[config.mk]
export PLATFORM = sky130hd
export DESIGN_NAME = robot_nav_fsm
export DESIGN_NICKNAME = d
export VERILOG_FILES = /design/src/rtl/robot_nav_fsm.sv
export SDC_FILE = /design/constraint.sdc
export NUM_CORES = 1
export LEC_CHECK = 0
export ABC_AREA = 0
export CAP_MARGIN = 15
export CELL_PAD_IN_SITES_DETAIL_PLACEMENT = 2
export CELL_PAD_IN_SITES_GLOBAL_PLACEMENT = 2
export CORE_ASPECT_RATIO = 0.9
export CORE_MARGIN = 1
export CORE_UTILIZATION = 35
export DETAILED_ROUTE_END_ITERATION = 8
export HOLD_SLACK_MARGIN = 0.12
export PLACE_DENSITY_LB_ADDON = 0.12
export SLEW_MARGIN = 20
export SYNTH_ARGS = -nofsm -noshare
export SYNTH_HDL_FRONTEND = slang
export SYNTH_SLANG_ARGS = --single-unit
[constraint.sdc]
create_clock -name clk -period 3.5 [get_ports clk]
set_input_delay 1.05 -clock clk [delete_from_list [all_inputs] [get_ports clk]]
set_output_delay 1.05 -clock clk [all_outputs]
set_load 0.005 [all_outputs]
[src/rtl/robot_nav_fsm.sv]
// Two-motor robot navigation FSM with synchronised/debounced obstacle sensor, timed turns and
// automatic back-up-and-turn avoidance. Optional PWM motor gating when PWM_GATE_EN is defined.
module robot_nav_fsm #(
    parameter int CNT_W       = 8,
    parameter int DEB_CYCLES  = 4,
    parameter int BACK_CYCLES = 8,
    parameter int TURN_CYCLES = 12,
    parameter int PWM_W       = 4
) (
    input  logic             clk,
    input  logic             reset,
    input  logic             S,
    input  logic [2:0]       I,
    input  logic [PWM_W-1:0] speed,
    output logic [1:0]       M1,
    output logic [1:0]       M2,
    output logic [2:0]       L,
    output logic             obst
);

    typedef enum logic [2:0] {
        IDLE       = 3'd0,
        FWD        = 3'd1,
        REV        = 3'd2,
        TURN_L     = 3'd3,
        TURN_R     = 3'd4,
        AVOID_BACK = 3'd5,
        AVOID_TURN = 3'd6
    } state_t;

    localparam logic [CNT_W-1:0] DEB_LAST  = CNT_W'(DEB_CYCLES - 1);
    localparam logic [CNT_W-1:0] BACK_LOAD = CNT_W'(BACK_CYCLES - 1);
    localparam logic [CNT_W-1:0] TURN_LOAD = CNT_W'(TURN_CYCLES - 1);

    state_t           state_q, state_d;
    logic [CNT_W-1:0] phase_q, phase_d;
    logic [CNT_W-1:0] deb_q, deb_d;
    logic             sync1_q, sync2_q;
    logic             obst_q, obst_d;
    logic [2:0]       last_q;
    logic [1:0]       m1_q, m1_d, m2_q, m2_d;
    logic [2:0]       l_q;

`ifdef PWM_GATE_EN
    logic [PWM_W-1:0] pwm_q, pwm_d;
`else
    logic unused_speed;
    assign unused_speed = ^speed;
`endif

    // Debounce: obst flips only after DEB_CYCLES consecutive mismatching synced samples.
    always_comb begin
        deb_d  = '0;
        obst_d = obst_q;
        if (sync2_q != obst_q) begin
            if (deb_q == DEB_LAST) begin
                obst_d = ~obst_q;
            end else begin
                deb_d = deb_q + 1'b1;
            end
        end
    end

    always_comb begin
        state_d = state_q;
        phase_d = phase_q;
        if (I == 3'b000) begin
            state_d = IDLE;
            phase_d = '0;
        end else begin
            case (state_q)
                TURN_L, TURN_R: begin
                    if (phase_q == '0) state_d = IDLE;
                    else               phase_d = phase_q - 1'b1;
                end
                AVOID_BACK: begin
                    if (phase_q == '0) begin
                        state_d = AVOID_TURN;
                        phase_d = TURN_LOAD;
                    end else begin
                        phase_d = phase_q - 1'b1;
                    end
                end
                AVOID_TURN: begin
                    if (phase_q != '0) begin
                        phase_d = phase_q - 1'b1;
                    end else if (I == 3'b001 && obst_q) begin
                        state_d = AVOID_BACK;
                        phase_d = BACK_LOAD;
                    end else if (I == 3'b001) begin
                        state_d = FWD;
                    end else begin
                        state_d = IDLE;
                    end
                end
                default: begin
                    if (state_q == FWD && obst_q) begin
                        state_d = AVOID_BACK;
                        phase_d = BACK_LOAD;
                    end else begin
                        case (I)
                            3'b001: begin
                                if (obst_q) begin
                                    state_d = AVOID_BACK;
                                    phase_d = BACK_LOAD;
                                end else begin
                                    state_d = FWD;
                                end
                            end
                            3'b010: state_d = REV;
                            // Turns are edge-triggered on the command so a held turn fires once.
                            3'b011: if (last_q != I) begin
                                state_d = TURN_L;
                                phase_d = TURN_LOAD;
                            end
                            3'b100: if (last_q != I) begin
                                state_d = TURN_R;
                                phase_d = TURN_LOAD;
                            end
                            default: ;
                        endcase
                    end
                end
            endcase
        end
    end

    always_comb begin
        m1_d = 2'b00;
        m2_d = 2'b00;
        case (state_d)
            FWD:        begin m1_d = 2'b10; m2_d = 2'b10; end
            REV:        begin m1_d = 2'b01; m2_d = 2'b01; end
            TURN_L:     begin m1_d = 2'b01; m2_d = 2'b10; end
            TURN_R:     begin m1_d = 2'b10; m2_d = 2'b01; end
            AVOID_BACK: begin m1_d = 2'b01; m2_d = 2'b01; end
            AVOID_TURN: begin m1_d = 2'b10; m2_d = 2'b01; end
            default:    ;
        endcase
`ifdef PWM_GATE_EN
        pwm_d = pwm_q + 1'b1;
        if (!(pwm_d < speed)) begin
            m1_d = 2'b00;
            m2_d = 2'b00;
        end
`endif
    end

    always_ff @(posedge clk or posedge reset) begin
        if (reset) begin
            state_q <= IDLE;
            phase_q <= '0;
            deb_q   <= '0;
            sync1_q <= 1'b0;
            sync2_q <= 1'b0;
            obst_q  <= 1'b0;
            last_q  <= 3'b000;
            m1_q    <= 2'b00;
            m2_q    <= 2'b00;
            l_q     <= 3'b000;
`ifdef PWM_GATE_EN
            pwm_q   <= '0;
`endif
        end else begin
            state_q <= state_d;
            phase_q <= phase_d;
            deb_q   <= deb_d;
            sync1_q <= S;
            sync2_q <= sync1_q;
            obst_q  <= obst_d;
            last_q  <= I;
            m1_q    <= m1_d;
            m2_q    <= m2_d;
            l_q     <= state_d;
`ifdef PWM_GATE_EN
            pwm_q   <= pwm_d;
`endif
        end
    end

    assign M1   = m1_q;
    assign M2   = m2_q;
    assign L    = l_q;
    assign obst = obst_q;

endmodule

==> results by group, run 1 <==
Pwr
  – Leak: 0.863 nW
  – Cell-internal power: 1.00 mW
  – Gate power share: 48.7%
  – Sw Share: 43.2%
  – Cell Pwr Density: 838 mW/mm^2
  – Proportion of power drawn by the clock network: 16.8%
  – VDD IR-drop max: 352 uV
  – Sequential share of power: 34.6%
  – Sw power: 0.763 mW
  – Total Power: 1.76 mW

Routing
  – Drt total wl: 4790 um
  – Via density: 5.43
  – Antenna viol nets, final: 0
  – Drt drc: 0
  – Avg WL per Cell: 18.0 um
  – Vias: 1451
  – Drt pass-1 iters: 4
  – Initial DRC count: 46

Finish
  – Commonest non-fill, non-tap cell in the layout: dfrtp_1
  – Layout Nets: 213
  – Final-layout fill cell count: 544
  – Fin util: 43.0%
  – Antenna diodes: 0
  – Final Cell Area: 0.00210 sq mm
  – Most frequent cells in the layout: dfrtp_1 (29), nor2_1 (19), clkdlybuf4s50_1 (13), nand2_1 (12)
  – Finished Layout Cells: 267
  – P&R area growth vs syn: 16.4%
  – Share of post-route cells with drive strength above 1: 14.9%

Timing
  – Slew Viols, Final: 0
  – Headroom to the max-slew limit: 66.6%
  – FMAX: 0.340 GHz
  – Least-Margin Pin Slew: 0.498 ns
  – RSZ-0062 raised after global routing: false
  – Final min period: 2.94 ns
  – Clock skew: 0.00959 ns
  – Final hold slack: 0.356 ns
  – Tcrit/Tclk final: 84.0%
  – Final setup violation count: 0
  – Worst Slack Setup Final: 0.559 ns
  – TNS Setup: 0 ns
  – Final Hold Viols: 0

Yosys
  – Synthesis-stage register bit count: 29
  – Synth Instances: 184
  – Netlist Area Pre-Place: 0.00181 sq mm
  – Fraction of registers with async set/reset: 100%
  – Register area share after synthesis: 40.1%
  – EDFF count, synth: 0
  – Syn Nets: 196
  – Post-synth cell types: 51
  – Syn. warnings: 0
  – Post-synth top flop: dfrtp_1
  – Avg Cell Area, Syn: 9.83 sq um

Worst setup path
  – R2R Setup Slk: 1.07 ns
  – Setup crit start kind: primary input
  – Critical Path AT: 3.11 ns
  – Worst Path Required: 3.67 ns
  – CP endpoint kind: register
  – FF-to-FF Start: phase_q[0]
  – Worst R2R Path Depth: 8
  – Start-to-end type of the worst setup path: in2reg
  – Worst reg2reg path endpoint: phase_q[7]
  – Worst-path maximum fanout: 11

Clock tree
  – Clk_lat worst skew: 0.28 ns
  – Clock Tree Buf Depth: 2
  – CTS HTree Levels: 2
  – CTS resizes: 0
  – Number of buffers created by CTS: 5
  – Clk pin slew, worst setup/hold paths: 0.06 ns
  – Postcts setup bufs: 0
  – Post-CTS Hold Buffers: 0
  – Clk sinks: 29
  – CTS tree: yes
  – Clock Tree Root: clkbuf_8

Floorplan
  – Die H: 70.2 um
  – Initial core utilization: 36.9%
  – DIE WIDTH: 77.8 um
  – Core Box Area: 0.00489 sq mm
  – Core Rows: 24
  – Die area: 0.00546 sq mm
  – Ports: 18

Global route
  – Congestion Overflow GR: 0
  – Vias in the first global route: 1558
  – Pin count of the biggest net entering global routing: 30
  – Initial antenna violation count: 0
  – First-pass GRT wire length: 8160 um
  – GRT Resource Usage Total: 19.6%

Min path
  – HP Class: reg2reg
  – Hold_sp: sync1_q
  – Hold Path Stages: 0
  – Hold Path Sink: sync2_q

Place
  – Routability-driven placement congestion ratio: 0.762
  – PortBufs: 13
  – Placed Instance Area: 0.00201 sq mm
  – DP Cell Count: 259
  – Post-DP HPWL: 3520 um
  – Setup Slack @ Placement: 0.263 ns

Status
  – Status: finished, final reports clean

Flow run
  – Max-Cap Viols: 0
[metal layers]
layer | vias up | global-route usage (%) | part of all wire (%)
met5 | - | 0 | 0
met4 | 0 | 5.66 | 1.2
met3 | 6 | 4.18 | 2.2
met2 | 12 | 31.2 | 48
met1 | 732 | 26.6 | 49
li1 | 701 | - | -
[power by group through the flow]
stage	sequential (mW)	clock [mW]	combinational (mW)
global route	0.632	0.325	0.955
finish	0.610	0.296	0.859
detailed placement	0.614	0	0.866
floorplan	0.538	0	0.666
CTS	0.610	0.308	0.871
global placement	0.601	0	0.826
[layout make-up]
cell class | count | area, sq um | share of cell area, %
inverters | 6 | 22.5 | 1.07
flip-flops and latches | 29 | 726 | 34.5
multi-input cells | 141 | 1010 | 48.0
repair buffers | 18 | 168 | 7.97
well taps | 65 | 81.3 | 3.86
clock buffers | 6 | 82.6 | 3.92
clock inverters | 2 | 13.8 | 0.654
[cell families (layout without fill, tap and decap cells)]
| kind of cell | Yosys count | after routing | share of synthesized area (%) |
|---|---|---|---|
| simple gates | 75 | 75 | 24.6 |
| compound gates | 46 | 46 | 21.0 |
| flops | 29 | 29 | 40.1 |
| xor+xnor | 16 | 16 | 7.75 |
| buf+inv | 14 | 32 | 3.94 |
| fa+ha+maj | 2 | 2 | 1.38 |
| mux | 2 | 2 | 1.18 |
[how the worst max path moves through the flow]
stage / cells after the start / endpoint / from
after detailed placement: 7 / phase_q[6] / I[2]
after global placement: 7 / phase_q[3] / I[2]
after floorplan: 7 / phase_q[5] / I[1]
after CTS: 7 / phase_q[7] / I[2]
final: 7 / phase_q[3] / I[2]
after global routing: 7 / phase_q[7] / I[2]
[worst max-delay path, stage by stage]
cell and delay, ns:
clkdlybuf4s50_1 0.68, and4bb_2 0.31, o211ai_1 0.29, a2bb2oi_1 0.15, o22ai_2 0.29, nor2_1 0.11, a22o_2 0.23
[sequential cells by signal, indices dropped and copies added, names as in the netlist]
name / count
deb_q: 8
phase_q: 8
L: 3
last_q: 3
M1: 2
M2: 2
obst: 1
sync1_q: 1
sync2_q: 1
[Yosys cell counts, types with 3 or more instances]
master	instances	area [sq um]
dfrtp_1	29	726
nor2_1	19	71.3
nand2_1	12	45.0
a21oi_1	9	45.0
xnor2_1	9	78.8
nand3_1	8	40.0
xor2_1	7	61.3
inv_1	6	22.5
nand2b_1	6	37.5
o21ai_0	6	30.0
nor3_1	5	25.0
a211oi_1	4	30.0
buf_4	4	30.0
o21ai_1	4	20.0
a21o_1	3	22.5
and2_1	3	18.8
buf_2	3	15.0
nand4_1	3	18.8
No activity file was read; power rests on OpenSTA's default activity.
==> inputs of run 2 (changes only) <==
--- a/config.mk
+++ b/config.mk
@@ -11,7 +11,7 @@
 export CELL_PAD_IN_SITES_GLOBAL_PLACEMENT = 2
 export CORE_ASPECT_RATIO = 0.9
 export CORE_MARGIN = 1
-export CORE_UTILIZATION = 35
+export CORE_UTILIZATION = 32
 export DETAILED_ROUTE_END_ITERATION = 8
 export HOLD_SLACK_MARGIN = 0.12
 export PLACE_DENSITY_LB_ADDON = 0.12
==> constraint.sdc (replaced) <==
create_clock -name clk -period 2.4 [get_ports clk]
set_input_delay 0.72 -clock clk [delete_from_list [all_inputs] [get_ports clk]]
set_output_delay 0.72 -clock clk [all_outputs]
set_load 0.005 [all_outputs]
==> results by group, run 2 (synthesis gave the netlist of run 1 again) <==
Clock tree
  – Clk pin slew, worst setup/hold paths: 0.06 ns
  – CTS HTree Levels: 2
  – Number of buffers created by CTS: 5
  – Postcts setup bufs: 0
  – Clock Tree Buf Depth: 2
  – Clock Tree Root: clkbuf_8
  – CTS tree: yes
  – Clk sinks: 29
  – Clk_lat worst skew: 0.28 ns

Routing
  – Antenna viol nets, final: 0
  – Initial DRC count: 31
  – Drt pass-1 iters: 4
  – Avg WL per Cell: 18.2 um
  – Vias: 1540
  – Drt drc: 0
  – Drt total wl: 5270 um
  – Via density: 5.33

Worst setup path
  – Worst path top cell family by delay: compound AO/OA/AOI/OAI gates
  – CP endpoint kind: register
  – CP max-delay cell: a2111oi_4
  – Worst R2R Path Depth: 9
  – CP endpoint: phase_q[5]
  – R2R Setup Slk: 0.20 ns
  – Critical Path AT: 2.37 ns
  – Start-to-end type of the worst setup path: in2reg
  – Setup crit start kind: primary input
  – Buffers & Inverters on Critical Path: 1
  – Crit path from: I[2]
  – Worst-path maximum fanout: 6
  – Total stage count of the critical path: 7
  – CP max stage delay: 0.38 ns
  – Ordered cell list for the critical path: dlygate4sd2_1 -> and4bb_2 -> o211ai_1 -> o2bb2ai_2 -> a2111oi_4 -> xnor2_1 -> nor2_1
  – Worst reg2reg path endpoint: M1[1]
  – FF-to-FF Start: phase_q[0]
  – Worst Path Required: 2.56 ns

Floorplan
  – Die area: 0.00595 sq mm
  – Core Rows: 25
  – Core Box Area: 0.00535 sq mm
  – Ports: 18
  – DIE WIDTH: 81.2 um
  – Initial core utilization: 33.8%
  – Die H: 73.3 um

Global route
  – First-pass GRT wire length: 8790 um
  – Initial antenna violation count: 0
  – Congestion Overflow GR: 0
  – Vias in the first global route: 1688
  – GRT Resource Usage Total: 19.9%
  – Pin count of the biggest net entering global routing: 30

Timing
  – Final Hold Viols: 0
  – Final min period: 2.21 ns
  – FMAX: 0.453 GHz
  – Final setup violation count: 0
  – Tcrit/Tclk final: 92.1%
  – Clock skew: 0.00590 ns
  – Headroom to the max-slew limit: 73.8%
  – Slew Viols, Final: 0
  – Least-Margin Pin Slew: 0.389 ns
  – TNS Setup: 0 ns
  – RSZ-0062 raised after global routing: false
  – Final hold slack: 0.357 ns
  – Worst Slack Setup Final: 0.191 ns

Finish
  – Final-layout fill cell count: 582
  – Layout Nets: 233
  – Top flop regs: deb_q (8), phase_q (8)
  – Finished Layout Cells: 289
  – Most frequent cells in the layout: dfrtp_1 (29), buf_4 (25), nor2_1 (18), nand2_1 (12), clkdlybuf4s50_1 (10)
  – P&R area growth vs syn: 27.3%
  – Commonest non-fill, non-tap cell in the layout: dfrtp_1
  – Antenna diodes: 0
  – Final Cell Area: 0.00230 sq mm
  – Share of post-route cells with drive strength above 1: 24.3%

Flow run
  – Max-Cap Viols: 0

Place
  – Setup Slack @ Placement: -0.418 ns
  – DP Cell Count: 281
  – PortBufs: 13
  – Routability-driven placement congestion ratio: 0.825
  – Post-DP HPWL: 4050 um
  – Placed Instance Area: 0.00216 sq mm

Pwr
  – Leak: 0.986 nW
  – Cell Pwr Density: 1260 mW/mm^2
  – VDD IR-drop max: 473 uV

Min path
  – HP Class: reg2reg

Status
  – Status: finished, final reports clean
## run 2: what timing repair did
item                       CTS  global route
resized for setup            6             2
hold buffers                 0             0
setup endpoints to repair   12             9
pin swaps                    1             0
gates cloned                 0             0
## run 2: per-layer routing
| metal | share of wire (%) | vias up | global-route usage (%) |
|---|---|---|---|
| li1 | - | 737 | - |
| met1 | 47 | 779 | 26.8 |
| met2 | 49 | 17 | 33.3 |
| met3 | 2.0 | 7 | 2.98 |
| met4 | 1.4 | 0 | 4.96 |
| met5 | 0 | - | 0 |
## run 2: layout make-up
| cell class | instances | area (sq um) | share of cell area (%) |
|---|---|---|---|
| inverters | 6 | 22.5 | 0.979 |
| well taps | 67 | 83.8 | 3.64 |
| repair buffers | 38 | 318 | 13.8 |
| clock buffers | 7 | 86.3 | 3.75 |
| clock inverters | 1 | 30.0 | 1.31 |
| multi-input cells | 141 | 1030 | 45.0 |
| flip-flops and latches | 29 | 726 | 31.5 |
## run 2: how the worst min path moves through the flow
| stage | from | to | slack [ns] | depth (start not counted) |
|---|---|---|---|---|
| after floorplan | sync1_q | sync2_q | 0.33 | 0 |
| after global placement | sync1_q | sync2_q | 0.34 | 0 |
| after detailed placement | sync1_q | sync2_q | 0.34 | 0 |
| after CTS | sync1_q | sync2_q | 0.36 | 0 |
| after global routing | sync1_q | sync2_q | 0.38 | 0 |
| final | sync1_q | sync2_q | 0.36 | 0 |
## run 2: worst register-to-register path: stages (launching register included)
cell	delay, ns
dfrtp_1	0.41
inv_1	0.11
ha_1	0.19
nor3b_2	0.25
buf_4	0.17
nand4_1	0.09
a22o_1	0.22
nor4_4	0.43
nand3b_1	0.16
o21ai_0	0.10
## run 2: stage by stage
step / total power [mW] / utilization, %
after floorplan: 1.76 / -
after global placement: 2.25 / 40.4
after detailed placement: 2.35 / 40.4
after CTS: 2.92 / 42.9
after global routing: 3.10 / 43.0
final: 2.90 / 43.0
## run 2: power breakdown
group | internal (mW) | switching, mW
clock | 0.338 | 0.188
sequential | 0.639 | 0.212
combinational | 0.735 | 0.787
==> inputs of run 3 (changes only) <==
--- a/config.mk
+++ b/config.mk
@@ -6,12 +6,13 @@
 export NUM_CORES = 1
 export LEC_CHECK = 0
 export ABC_AREA = 0
-export CAP_MARGIN = 15
+export CAP_MARGIN = 5
 export CELL_PAD_IN_SITES_DETAIL_PLACEMENT = 2
 export CELL_PAD_IN_SITES_GLOBAL_PLACEMENT = 2
 export CORE_ASPECT_RATIO = 0.9
 export CORE_MARGIN = 1
-export CORE_UTILIZATION = 32
+export CORE_UTILIZATION = 34
+export CTS_BUF_LIST = sky130_fd_sc_hd__clkbuf_8
 export DETAILED_ROUTE_END_ITERATION = 8
 export HOLD_SLACK_MARGIN = 0.12
 export PLACE_DENSITY_LB_ADDON = 0.12
==> results by group, run 3 (synthesis gave the netlist of run 1 again) <==
Clock tree
  – Number of buffers created by CTS: 5
  – Clock Tree Root: clkbuf_8
  – Clk sinks: 29
  – CTS HTree Levels: 2
  – Post-CTS Hold Buffers: 0
  – Clock Tree Buf Depth: 2
  – CTS tree: yes
  – Clk_lat worst skew: 0.29 ns
  – Clk pin slew, worst setup/hold paths: 0.08 ns

Worst setup path
  – Start-to-end type of the worst setup path: reg2reg
  – Worst reg2reg path endpoint: M1[1]
  – Worst-path maximum fanout: 6
  – Worst R2R Path Depth: 9
  – CP endpoint kind: register
  – Critical Path AT: 2.44 ns
  – Setup crit start kind: register
  – Worst Path Required: 2.59 ns
  – R2R Setup Slk: 0.15 ns
  – FF-to-FF Start: phase_q[0]

Routing
  – Avg WL per Cell: 18.9 um
  – Drt total wl: 5340 um
  – Drt pass-1 iters: 4
  – Drt drc: 0
  – Antenna viol nets, final: 0
  – Initial DRC count: 63
  – Vias: 1525
  – Via density: 5.39

Finish
  – Most frequent cells in the layout: dfrtp_1 (28), buf_4 (20), nor2_1 (17), nand2_1 (12), clkdlybuf4s50_1 (10)
  – Antenna diodes: 0
  – Commonest non-fill, non-tap cell in the layout: dfrtp_1
  – Sequential cell area: 727 sq um
  – Multi-input logic area: 0.00105 sq mm
  – Top flop regs: deb_q (8), phase_q (8)
  – Share of post-route cells with drive strength above 1: 22.9%
  – Layout Nets: 229
  – Fin util: 45.6%
  – Final-layout fill cell count: 549
  – P&R area growth vs syn: 25.6%

Timing
  – Final setup violation count: 0
  – Tcrit/Tclk final: 93.7%
  – Worst Slack Setup Final: 0.150 ns
  – Slew Viols, Final: 0
  – Least-Margin Pin Slew: 0.466 ns
  – RSZ-0062 raised after global routing: false
  – Clock skew: 0.0142 ns
  – Final Hold Viols: 0
  – TNS Setup: 0 ns
  – Headroom to the max-slew limit: 68.7%
  – Final hold slack: 0.365 ns
  – FMAX: 0.444 GHz
  – Final min period: 2.25 ns

Floorplan
  – Initial core utilization: 36.3%
  – Core Rows: 24
  – Die H: 71.2 um
  – DIE WIDTH: 78.9 um
  – Core Box Area: 0.00498 sq mm
  – Die area: 0.00561 sq mm
  – Ports: 18

Global route
  – GRT Resource Usage Total: 21.6%
  – Initial antenna violation count: 0
  – Congestion Overflow GR: 0
  – First-pass GRT wire length: 9270 um
  – Vias in the first global route: 1777
  – Pin count of the biggest net entering global routing: 30

Pwr
  – Cell Pwr Density: 1220 mW/mm^2
  – VDD IR-drop max: 540 uV
  – Leak: 0.960 nW
  – Total Power: 2.76 mW

Place
  – PortBufs: 13
  – Routability-driven placement congestion ratio: 0.805
  – Post-DP HPWL: 3940 um
  – Setup Slack @ Placement: -0.355 ns

Min path
  – Hold_sp: sync1_q
  – HP Class: reg2reg
  – Hold Path Stages: 0
  – Hold Path Sink: sync2_q

Flow run
  – Max-Cap Viols: 0

Status
  – Status: finished, final reports clean
==> run 3: cell type report <==
class	count	area share, %
sequential	29	32.0
clock buffer	6	3.64
tap	65	3.58
multi-input combinational	141	46.3
clock inverter	2	0.606
timing repair buffer	34	12.8
inverter	6	0.992
==> run 3: metal layers <==
metal / GRT usage (%) / vias up / part of all wire [%]
met5: 0 / - / 0
met4: 6.26 / 0 / 0.86
met3: 4.00 / 5 / 2.8
met2: 36.9 / 17 / 50
met1: 27.9 / 774 / 46
li1: - / 729 / -
==> run 3: through the flow <==
stage	instances	area [sq um]
floorplan	184	1810
global placement	275	2130
detailed placement	275	2130
CTS	283	2230
global route	283	2270
finish	283	2270
==> run 3: worst max-delay path by stage <==
stage	cells past startpoint	endpoint	from	slack (ns)
finish	9	M1[1]	phase_q[0]	0.15
global route	9	M1[0]	phase_q[0]	0.02
CTS	8	phase_q[0]	I[0]	0.05
detailed placement	8	M1[1]	I[2]	-0.35
global placement	7	phase_q[5]	I[2]	-0.28
floorplan	7	phase_q[5]	I[1]	0.33
==> run 3: what timing repair did <==
action	4_1_cts	5_1_grt
setup buffers	0	0
resized for setup	4	8
gates cloned	0	0
endpoints found under the setup margin	5	8
pin swaps	0	1
==> run 3: power breakdown <==
group | switching [mW] | internal (mW) | total (mW)
Sequential | 0.238 | 0.640 | 0.878
Clock | 0.211 | 0.232 | 0.443
Combinational | 0.753 | 0.690 | 1.44
==> run 3: worst max-delay path: stages, from the launching register on <==
cell and delay [ns]:
dfrtp_1 0.43, inv_1 0.13, ha_1 0.18, nor3b_4 0.31
nand4_1 0.18, a22o_1 0.26, nor4_4 0.32, buf_4 0.19
nand3b_1 0.07, o21ai_0 0.09
==> patch, RTL diff (flow settings as in run 3) <==
Set the parameter `CNT_W` to 9 (it was 8).
--- a/src/rtl/robot_nav_fsm.sv
+++ b/src/rtl/robot_nav_fsm.sv
@@ -1,7 +1,7 @@
 // Two-motor robot navigation FSM with synchronised/debounced obstacle sensor, timed turns and
 // automatic back-up-and-turn avoidance. Optional PWM motor gating when PWM_GATE_EN is defined.
 module robot_nav_fsm #(
-    parameter int CNT_W       = 8,
+    parameter int CNT_W       = 9,
     parameter int DEB_CYCLES  = 4,
     parameter int BACK_CYCLES = 8,
     parameter int TURN_CYCLES = 12,
Behaviour: same outputs for any inputs over 10 cycles, from zero or initial values and one cycle with reset high; that may be too few to reach the edited logic, so the function may still have changed.
==> patch against run 3 <==
Routed wire length rose by 3.7%; sequential cell count rose by 2; final cell count rose by 7.8%; worst setup slack got worse by 0.051 ns; power rose by 6.0%; count of clock-buffer cells in the layout did not move; synthesized area rose by 1.7%; final area rose by 6.2%; highest routed layer unchanged.
==> patch: results (changes against run 3) <==
insertion_delay_ns: 0.28
yosysWarnings: 0  # unchanged
vias_per_cell: 5.38  # -0.16%
cts_buffers: 5  # unchanged
grt_max_degree: 32  # +6.7%
grt_pass1_vias: 1807  # +1.7%
synth_cell_types: 52  # +2.0%
drt-initial-drc-count: 60  # -4.8%
yosysSeqAreaShare_pct: 42.2  # +2.1 points
via_count: 1641  # +7.6%
syn_inst: 197  # +7.1%
fin_nets: 250  # +9.2%
power.leakage_nw: 1.06  # +10%
ff2ff_path_depth: 8  # -1
antenna_found_initial: 0  # unchanged
synthFlopType: "dfrtp_1"
hpwl_mm: 4.14  # +5.1%
gp_congestion: 0.788  # -2.1%
hold-path-endpoint: "sync2_q"
crit_path_top_delay_cell: "o31ai_2"
grt_usage_pct: 21.7  # +0.091 points
crit_arrival_ns: 2.50  # +0.06 ns
hold_start: "sync1_q"
synth_area_leaders: "dfrtp_1 42%, nand2_1 4.5%, nor2_1 4.5%"
slew_headroom_pct: 72.2  # +3.6 points
cp_slowest_stage_delay_ns: 0.32  # -0.11 ns
grt_pass1_wl_mm: 9.37  # +1.1%
drive_above_1_share_pct: 26.9  # +4.0 points
r2r-start: "L[1]"
synth_common_cells: "31 x dfrtp_1, 22 x nand2_1, 22 x nor2_1"
place_inst: 296  # +7.6%
min_path_cells: 0  # unchanged
rr_endpoint: "M1[0]"
io_buffer_count: 13  # unchanged
min_path_type: "reg -> reg"
reg.largest.list: "deb_q: 9 flops, phase_q: 9 flops"
synthArstFlopShare_pct: 100  # unchanged
crit_fanout: 5  # -1
htreeDepth: 2  # unchanged
status: "finished, final reports clean"
pre_cts_ws_ns: -0.663  # -0.308 ns
irDropWorstVdd_uv: 457  # -15%
avgRoutedWirePerCell_um: 18.1  # -3.8%
worst_clock_skew_ns: 0.00336  # -0.0108 ns
syn_nets: 210  # +7.1%
r2r_setup_slack_ns: 0.15  # about the same
clock_path_buffers: 2  # unchanged
-- patch: changes by cell type in the layout (fill, tap and decap cells not counted), moves of 4 or more --
cell      delta
nand2_1     +10
buf_4        +6
a21oi_2      +5
inv_1        +5
nand2b_1     -5
o21ai_0      +5
xnor2_1      -5
nor3_1       -4
-- patch: where the power goes --
group          switching (mW)  internal, mW
clock network           0.202         0.336
logic                   0.790         0.744
registers               0.187         0.670
total                    1.18          1.75
-- patch: metrics by stage --
stage | hold WS (ns) | setup TNS (ns) | area, µm² | utilization [%]
finish | 0.352 | 0 | 2410 | 46.2
global placement | 0.341 | -7.43 | 2220 | 42.4
detailed placement | 0.340 | -8.78 | 2220 | 42.4
global route | 0.382 | 0 | 2410 | 46.2
CTS | 0.356 | -0.0181 | 2370 | 45.4
floorplan | 0.331 | 0 | 1850 | -
-- patch: layout make-up --
cell class / count / area (µm²)
repair buffers: 40 / 322
inverters: 11 / 41.3
clock buffers: 6 / 82.6
flip-flops and latches: 31 / 777
well taps: 67 / 83.8
multi-input cells: 148 / 1070
fillers: 555 / 2810
clock inverters: 2 / 35.0
-- patch: repair_timing --
action                                  CTS  global route
buffers inserted                          0             1
endpoints found under the setup margin   16            11
gates resized for setup                  15            15
pin swaps                                 6             3
-- patch: routing by layer --
layer | GRT usage [%] | up-vias | routed length [µm]
met1 | 27.5 | 834 | 2500
met4 | 5.45 | 0 | 68
met5 | 0 | - | 0
met3 | 4.46 | 8 | 117
met2 | 37.5 | 24 | 2850
li1 | - | 775 | -
-- patch: worst max path at each step --
stage | startpoint | slack [ns] | end | cells after the start
2_1_floorplan | I[2] | 0.004 | M2[0] | 8
3_3_place_gp | I[2] | -0.57 | M2[0] | 8
3_5_place_dp | I[2] | -0.66 | M1[0] | 9
4_1_cts | I[0] | -0.02 | M1[0] | 9
5_1_grt | I[2] | 0.02 | M1[0] | 9
6_report | I[0] | 0.1 | M1[0] | 9
-- patch: cells by family (layout without fill, tap and decap cells) --
| kind of cell | after synthesis | in the layout | share of synthesized area, % |
|---|---|---|---|
| compound gates | 52 | 52 | 20.0 |
| xor+xnor | 13 | 13 | 6.60 |
| fa+ha+maj | 3 | 3 | 2.04 |
| buf+inv | 18 | 59 | 4.56 |
| flops | 31 | 31 | 42.2 |
| mux | 6 | 6 | 3.61 |
| simple gates | 74 | 74 | 21.0 |
-- patch: worst max-delay path, delay by kind of cell --
family                 cells  cell delay (ns)
XOR/XNOR                   1             0.21
AO/OA/AOI/OAI              4             0.74
buffers and inverters      2             0.33
multiplexers               1             0.19
AND/OR/NAND/NOR            1             0.31
